===== src/rtl/fetch_stage_auto.sv =====
// Instruction-fetch stage: PC/MAR/MDR/IR sequenced by an external 2-bit phase code.
// Optional macro FETCH_VALID_EN adds the fetch_valid output (one-cycle pulse after each IR load).
module fetch_stage_auto #(
  parameter int DATA_W = 68,
  parameter int ADDR_W = 5
) (
  input  logic              clk,
  input  logic              reset,
  input  logic              ControlSig_1,
  input  logic              ControlSig_2,
  input  logic              PC_write,
  input  logic [ADDR_W-1:0] PC_addressin,
  input  logic              PM_wr,
  input  logic [DATA_W-1:0] PM_inst_inp,
  input  logic [DATA_W-1:0] pm_rdata,
  output logic [ADDR_W-1:0] pm_addr,
  output logic              pm_read,
  output logic              pm_we,
  output logic [DATA_W-1:0] pm_wdata,
  output logic [DATA_W-1:0] Fetch_out
`ifdef FETCH_VALID_EN
  ,
  output logic              fetch_valid
`endif
);

  typedef enum logic [1:0] {
    SIG1 = 2'b00,
    SIG2 = 2'b01,
    SIG3 = 2'b10,
    SIG4 = 2'b11
  } phase_e;

  phase_e            phase;
  logic [3:0]        phase_oh;
  logic [ADDR_W-1:0] pc_q, pc_d;
  logic [ADDR_W-1:0] mar_q, mar_d;
  logic [DATA_W-1:0] mdr_q, mdr_d;
  logic [DATA_W-1:0] ir_q, ir_d;

  // One-hot phase decode from the external control bits.
  always_comb begin
    phase    = phase_e'({ControlSig_2, ControlSig_1});
    phase_oh = 4'b0000;
    case (phase)
      SIG1:    phase_oh = 4'b0001;
      SIG2:    phase_oh = 4'b0010;
      SIG3:    phase_oh = 4'b0100;
      SIG4:    phase_oh = 4'b1000;
      default: phase_oh = 4'b0000;
    endcase
  end

  // Next-state for the fetch registers; a loader write freezes MDR/IR and the PC increment.
  always_comb begin
    pc_d  = pc_q;
    mar_d = mar_q;
    mdr_d = mdr_q;
    ir_d  = ir_q;
    if (phase_oh[0]) begin
      mar_d = pc_q;
    end else begin
      mar_d = mar_q;
    end
    if (!PM_wr && phase_oh[2]) begin
      mdr_d = pm_rdata;
    end else begin
      mdr_d = mdr_q;
    end
    if (!PM_wr && phase_oh[3]) begin
      ir_d = mdr_q;
      pc_d = pc_q + ADDR_W'(1);
    end else begin
      ir_d = ir_q;
      pc_d = pc_q;
    end
    // An explicit PC load wins over the sequential increment.
    if (PC_write) begin
      pc_d = PC_addressin;
    end else begin
      pc_d = pc_d;
    end
  end

  // Fetch register bank with synchronous reset.
  always_ff @(posedge clk) begin
    if (reset) begin
      pc_q  <= '0;
      mar_q <= '0;
      mdr_q <= '0;
      ir_q  <= '0;
    end else begin
      pc_q  <= pc_d;
      mar_q <= mar_d;
      mdr_q <= mdr_d;
      ir_q  <= ir_d;
    end
  end

`ifdef FETCH_VALID_EN
  logic fetch_valid_q;

  // Pulse marks the cycle after a real IR load.
  always_ff @(posedge clk) begin
    if (reset) begin
      fetch_valid_q <= 1'b0;
    end else begin
      fetch_valid_q <= phase_oh[3] & ~PM_wr;
    end
  end

  assign fetch_valid = fetch_valid_q;
`endif

  assign pm_addr   = mar_q;
  assign pm_read   = phase_oh[1] & ~PM_wr & ~reset;
  assign pm_we     = PM_wr & ~reset;
  assign pm_wdata  = PM_wr ? PM_inst_inp : '0;
  assign Fetch_out = ir_q;

endmodule


===== config.mk =====
export PLATFORM = sky130hd
export DESIGN_NAME = fetch_stage_auto
export DESIGN_NICKNAME = d
export VERILOG_FILES = /design/src/rtl/fetch_stage_auto.sv
export SDC_FILE = /design/constraint.sdc
export NUM_CORES = 1
export LEC_CHECK = 0
export ABC_AREA = 1
export CAP_MARGIN = 20
export CORE_AREA = 2 2 116 147
export CTS_BUF_LIST = sky130_fd_sc_hd__clkbuf_16
export CTS_CLUSTER_DIAMETER = 50
export DETAILED_ROUTE_END_ITERATION = 6
export DIE_AREA = 0 0 118 149
export PLACE_DENSITY_LB_ADDON = 0.08
export SYNTH_ARGS = -nofsm -noshare
export SYNTH_HDL_FRONTEND = slang
export SYNTH_SLANG_ARGS = --single-unit

===== constraint.sdc =====
create_clock -name clk -period 0.9 [get_ports clk]
set_input_delay 0.135 -clock clk [delete_from_list [all_inputs] [get_ports clk]]
set_output_delay 0.135 -clock clk [all_outputs]
set_load 0.1 [all_outputs]

==> out/metrics.cfg, run 1 <==
[yosys]
synth_seq_cells = 146
synthArstFlopShare_pct = 0
syn_area_sq_um = 5890
synth_top_area_cell = dfxtp_1
synth_edf_count = 0
netlist-cell-type-count = 18
synth_warnings = 0
ys_seq_area_share_pct = 49.6
syn_area_per_cell_sq_um = 7.28
yosys_most_used_dff = dfxtp_1
synth_top_area_share_pct = 49.6
synth_nets = 957
ys_top_cells_by_count = nand2_1, dfxtp_1, a21oi_1
synthTopCellsByArea = dfxtp_1, nand2_1, a21oi_1
yosysMostFrequentCell = nand2_1
syn_inst = 809

[worst_setup_path]
worstPathRequired_ns = 0.76
reg2reg_from = pc_q[1]
crit_chain = buf_12
path_delay_family = flip-flops
reg2reg_to = pc_q[4]
r2r_slack_ns = -0.16
r2r_cells = 7
start_kind = flip-flop
cp_slowest_cell = dfxtp_4
end_kind = primary output
cp-endpoint = Fetch_out[2]
crit_start = Fetch_out[2]
crit_path_max_incr_delay_ns = 0.36
critical_path_class = flip-flop to primary output
worstPathArrival_ns = 0.95
critical_path_depth = 1
crit_fanout = 2
critPathBufInv = 1

[sta]
finalSetupViolCount = 126
relSlewSlack_pct = 71.7
period_share_pct = 121
skew_ns = 0.00701
timing.final.crit_period_ns = 1.09
hold_viol_final = 0
clock.fmax_mhz = 921
tightest_slew_ns = 0.424
rsz0062_at_grt = true
whs_ns = 0.0857
drv_slew = 0
fin_ws_ns = -0.186

[cells_and_area]
nets = 1266
area_growth_pct = 117
drive_above_1_share_pct = 41.7
utilization_pct = 78.1
instances_no_fill = 1352
fillers = 1107
multiInputGateArea_sq_um = 2930
seqCellArea_sq_um = 3210

[route]
drt_iter0_drc = 242
drc_errors = 0
wl_per_cell_um = 16.5
drt_pre_antenna_iters = 4
vias = 6528
wirelength_mm = 22.2
ant_nets = 0
vias_per_cell = 4.83

[power_and_ir_drop]
p_per_area_nw_per_um2 = 1450
vdd_drop_max_v = 0.00124
p_leak_nw = 4.88
p_total_mw = 18.5

[placed_design]
dp_hpwl_mm = 16.1
numPortBuffers = 289
pre_cts_slack_ns = -0.649
dp.cells = 1304
gp_congestion = 0.830

[die]
initial_utilization_pct = 36.0
pin_count = 290
die_y_um = 149
core-area_sq_um = 16400
dieArea_sq_um = 17600
chipWidth_um = 118
fp-row-count = 53

[clock_tree]
numClockSinks = 146
insertion_delay_ns = 0.41
cts_tree = yes
root_buffer = clkbuf_16
clk_pin_slew_worst_paths_ns = 0.06
cts.htree.levels = 4
hold_buffers = 0
cts_inserted_buffers = 17
cts.path.max_buffers = 2

[global_route]
antenna_found_initial = 1
grtUsageTotal_pct = 25.4
grt_pass1_vias = 6167
grt_pass1_wl_mm = 34.7
overflow = 0
grt_max_degree = 42

[hold_path]
hold_class = input pin to flip-flop

[run_status]
status = finished with violations
failed_checks = setup timing

[run]
cap_viol_max_count = 0

## through the flow
| stage | setup TNS [ns] | cell area (sq um) |
|---|---|---|
| 2_1_floorplan | -13.62 | 7220 |
| 3_3_place_gp | -91.40 | 11800 |
| 3_5_place_dp | -95.63 | 11800 |
| 4_1_cts | -14.94 | 12700 |
| 5_1_grt | -16.99 | 12800 |
| 6_report | -13.25 | 12800 |
## where the power goes
part | switching (mW) | internal (mW) | total [mW]
Sequential | 0.130 | 6.47 | 6.60
Combinational | 2.95 | 2.01 | 4.96
Clock | 2.85 | 4.12 | 6.97
## cell type report
type / count / area share (%)
Multi-Input combinational cell: 507 / 22.9
Antenna cell: 1 / 0.0196
Clock inverter: 15 / 1.24
Tap cell: 220 / 2.15
Timing Repair Buffer: 355 / 40.5
Clock buffer: 17 / 3.32
Sequential cell: 146 / 25.1
Inverter: 91 / 4.82
## placed cells by master, fill, tap and decap left out, types with 3 or more instances in the layout
cell,synthesis,routed
dfxtp_1,146,70
a211oi_1,31,31
buf_6,0,3
inv_1,90,21
buf_12,0,163
nand2_4,0,68
dfxtp_4,0,76
nand4_1,55,55
inv_6,0,6
buf_8,0,5
clkinvlp_4,0,72
nand2_1,255,184
dlygate4sd2_1,0,68
clkbuf_16,0,17
nand2_2,0,3
nand3_1,6,4
clkdlybuf4s50_1,0,74
buf_16,0,8
a21oi_1,112,112
nor2_1,43,40
buf_4,8,34
## layer usage
layer  up-vias  routed length (um)  track usage [%]
li1       3227                   -                -
met1      3036                8510             29.0
met2       249               11600             45.0
met3        16                1820             9.21
met4         0                 296             6.45
met5         -                   0                0
## worst reg2reg max path: cells and delay by family (launching register included)
kind / cells / cell delay [ns]
and+or+nand+nor: 6 / 0.44
DFF: 1 / 0.38
adders and majority gates: 1 / 0.16
## sequential cells by signal, indices dropped and copies added (netlist names)
register   cells
pm_addr        5
Fetch_out     68
mdr_q         68
pc_q           5
## how the worst min path moves through the flow
stage / start / slack (ns) / endpoint / depth (start not counted)
floorplan: pm_rdata[0] / 0.31 / mdr_q[0] / 2
global placement: mdr_q[46] / 0.43 / Fetch_out[46] / 2
detailed placement: mdr_q[45] / 0.44 / Fetch_out[45] / 2
CTS: reset / 0.07 / Fetch_out[45] / 3
global route: reset / 0.07 / Fetch_out[45] / 3
finish: reset / 0.09 / Fetch_out[45] / 3
## timing repair
| item | 4_1_cts | 5_1_grt |
|---|---|---|
| resized for setup | 126 | 9 |
| pin swaps | 13 | 14 |
| endpoints found under the setup margin | 288 | 145 |
| setup buffers | 5 | 5 |
| cloned | 5 | 0 |
## kinds of logic after synthesis
| family | Yosys count | share of synthesized area, % |
|---|---|---|
| adders and majority gates | 1 | 0.212 |
| DFF | 146 | 49.6 |
| AOI/OAI and AO/OA | 144 | 13.5 |
| xor gates and xnor gates | 1 | 0.149 |
| buffers and inverters | 156 | 10.9 |
| and+or+nand+nor | 361 | 25.6 |
Power figures use the tool's default switching activity.
==> inputs of run 2 (changes only) <==
==> constraint.sdc (replaced) <==
create_clock -name clk -period 0.9 [get_ports clk]
set_input_delay 0.18 -clock clk [delete_from_list [all_inputs] [get_ports clk]]
set_output_delay 0.18 -clock clk [all_outputs]
set_load 0.1 [all_outputs]
==> out/metrics.cfg, run 2 (synthesized netlist as in run 1, its figures left out) <==
[route]
route.met3.wl_mm = 1.75
vias_per_cell = 4.82
met1_length_mm = 8.17
top_layer_used = met5
ant_nets = 0
drc_errors = 0
wirelength_mm = 23.0
drt_iter0_drc = 227
wl_per_cell_um = 16.5
drt_pre_antenna_iters = 7
wl_met2_mm = 12.3
vias = 6725

[sta]
drv_slew = 0
hold_viol_final = 0
clock.fmax_mhz = 866
whs_ns = 0.172
rsz0062_at_grt = true
relSlewSlack_pct = 80.3
finalSetupTns_ns = -30.10
tightest_slew_ns = 0.293
period_share_pct = 128
skew_ns = 0.00559
timing.final.crit_period_ns = 1.15
finalSetupViolCount = 152
fin_ws_ns = -0.255

[clock_tree]
numClockSinks = 146
cts_tree = yes
cts.htree.levels = 4
cts.path.max_buffers = 2
clk_pin_slew_worst_paths_ns = 0.06
cts_inserted_buffers = 17
insertion_delay_ns = 0.41
hold_buffers = 0
root_buffer = clkbuf_16

[worst_setup_path]
cp_slowest_cell = nor4_4
path_delay_family = buffers and inverters
critical_path_class = input pin to primary output
r2r_slack_ns = -0.14
end_kind = primary output
reg2reg_from = pc_q[0]
cp-endpoint = pm_read
crit_fanout = 5
crit_start = PM_wr
crit_chain = buf_12, buf_12, nor4_4, buf_12
start_kind = input pin
critPathBufInv = 3
reg2reg_to = pc_q[2]
crit_path_max_incr_delay_ns = 0.32
worstPathArrival_ns = 0.97
critical_path_depth = 4
critPathMostFrequentCell = buf_12
r2r_cells = 6
worstPathRequired_ns = 0.72

[die]
chipWidth_um = 118
initial_utilization_pct = 36.0
core-area_sq_um = 16400
dieArea_sq_um = 17600
fp-row-count = 53
die_y_um = 149
pin_count = 290

[global_route]
grt_pass1_wl_mm = 34.4
grt_max_degree = 47
overflow = 0
grt_pass1_vias = 6282
antenna_found_initial = 3
grtUsageTotal_pct = 24.9

[run_status]
status = finished with violations
failed_checks = setup timing

[placed_design]
pre_cts_slack_ns = -0.778
dp.cells = 1320
gp_congestion = 0.793
dp_hpwl_mm = 16.8
numPortBuffers = 289

[cells_and_area]
layout_common_cells = nand2_1, buf_12, a21oi_1, clkdlybuf4s50_1, dfxtp_1
seqCellArea_sq_um = 3080
instances_no_fill = 1394
fillers = 1085
multiInputGateArea_sq_um = 2980
nets = 1307
final_common_cell = nand2_1
drive_above_1_share_pct = 44.8
area_growth_pct = 123

[run]
cap_viol_max_count = 0

[power_and_ir_drop]
vdd_drop_max_v = 0.00115
p_leak_nw = 5.12
p_per_area_nw_per_um2 = 1450

[hold_path]
hold_class = input pin to flip-flop

[run 2: changes by cell type in the layout (fill, tap and decap cells not counted), moves of 9 or more]
cell	before	now
buf_4	34	60
dfxtp_2	0	50
dfxtp_4	76	25
buf_6	3	12
buf_12	163	173
[run 2: through the flow]
stage	utilization [%]	power (mW)	instance area, sq um
after floorplan	-	9.64	7060
after global placement	73.0	11.8	12000
after detailed placement	73.0	11.9	12000
after CTS	77.7	19.0	12700
after global routing	80.1	19.6	13100
final	80.1	19.0	13100
[run 2: tightest hold or removal path: stages]
cell and delay (ns):
buf_4 0.17, buf_4 0.15, a211oi_1 0.04
[run 2: worst min-delay path by stage]
stage                           start            end  cells past startpoint
final                           reset  Fetch_out[56]                      3
after CTS                       reset  Fetch_out[56]                      3
after detailed placement    mdr_q[13]  Fetch_out[13]                      2
after global placement       mdr_q[6]   Fetch_out[6]                      2
after floorplan           pm_rdata[0]       mdr_q[0]                      2
after global routing            reset  Fetch_out[56]                      3
[run 2: layout make-up]
| cell class | instances | area share [%] |
|---|---|---|
| Timing Repair Buffer | 396 | 42.4 |
| Antenna cell | 2 | 0.0382 |
| Clock buffer | 18 | 3.44 |
| Tap cell | 220 | 2.10 |
| Sequential cell | 146 | 23.5 |
| Clock inverter | 14 | 1.15 |
| Inverter | 91 | 4.67 |
| Multi-Input combinational cell | 507 | 22.7 |
[run 2: power breakdown]
group	switching, mW	internal [mW]	total (mW)
registers	0.126	6.60	6.73
clock network	2.87	4.29	7.16
logic	3.00	2.11	5.10
[run 2: timing repair]
item	4_1_cts	5_1_grt
endpoints found under the setup margin	289	171
cloned	0	4
gates resized for setup	99	39
setup buffers	17	19
pin swaps	8	13
[run 2: metal layers]
metal / global-route usage (%) / up-vias
met1: 26.9 / 3139
li1: - / 3303
met2: 45.4 / 237
met4: 9.34 / 2
met5: 0 / -
met3: 7.72 / 44
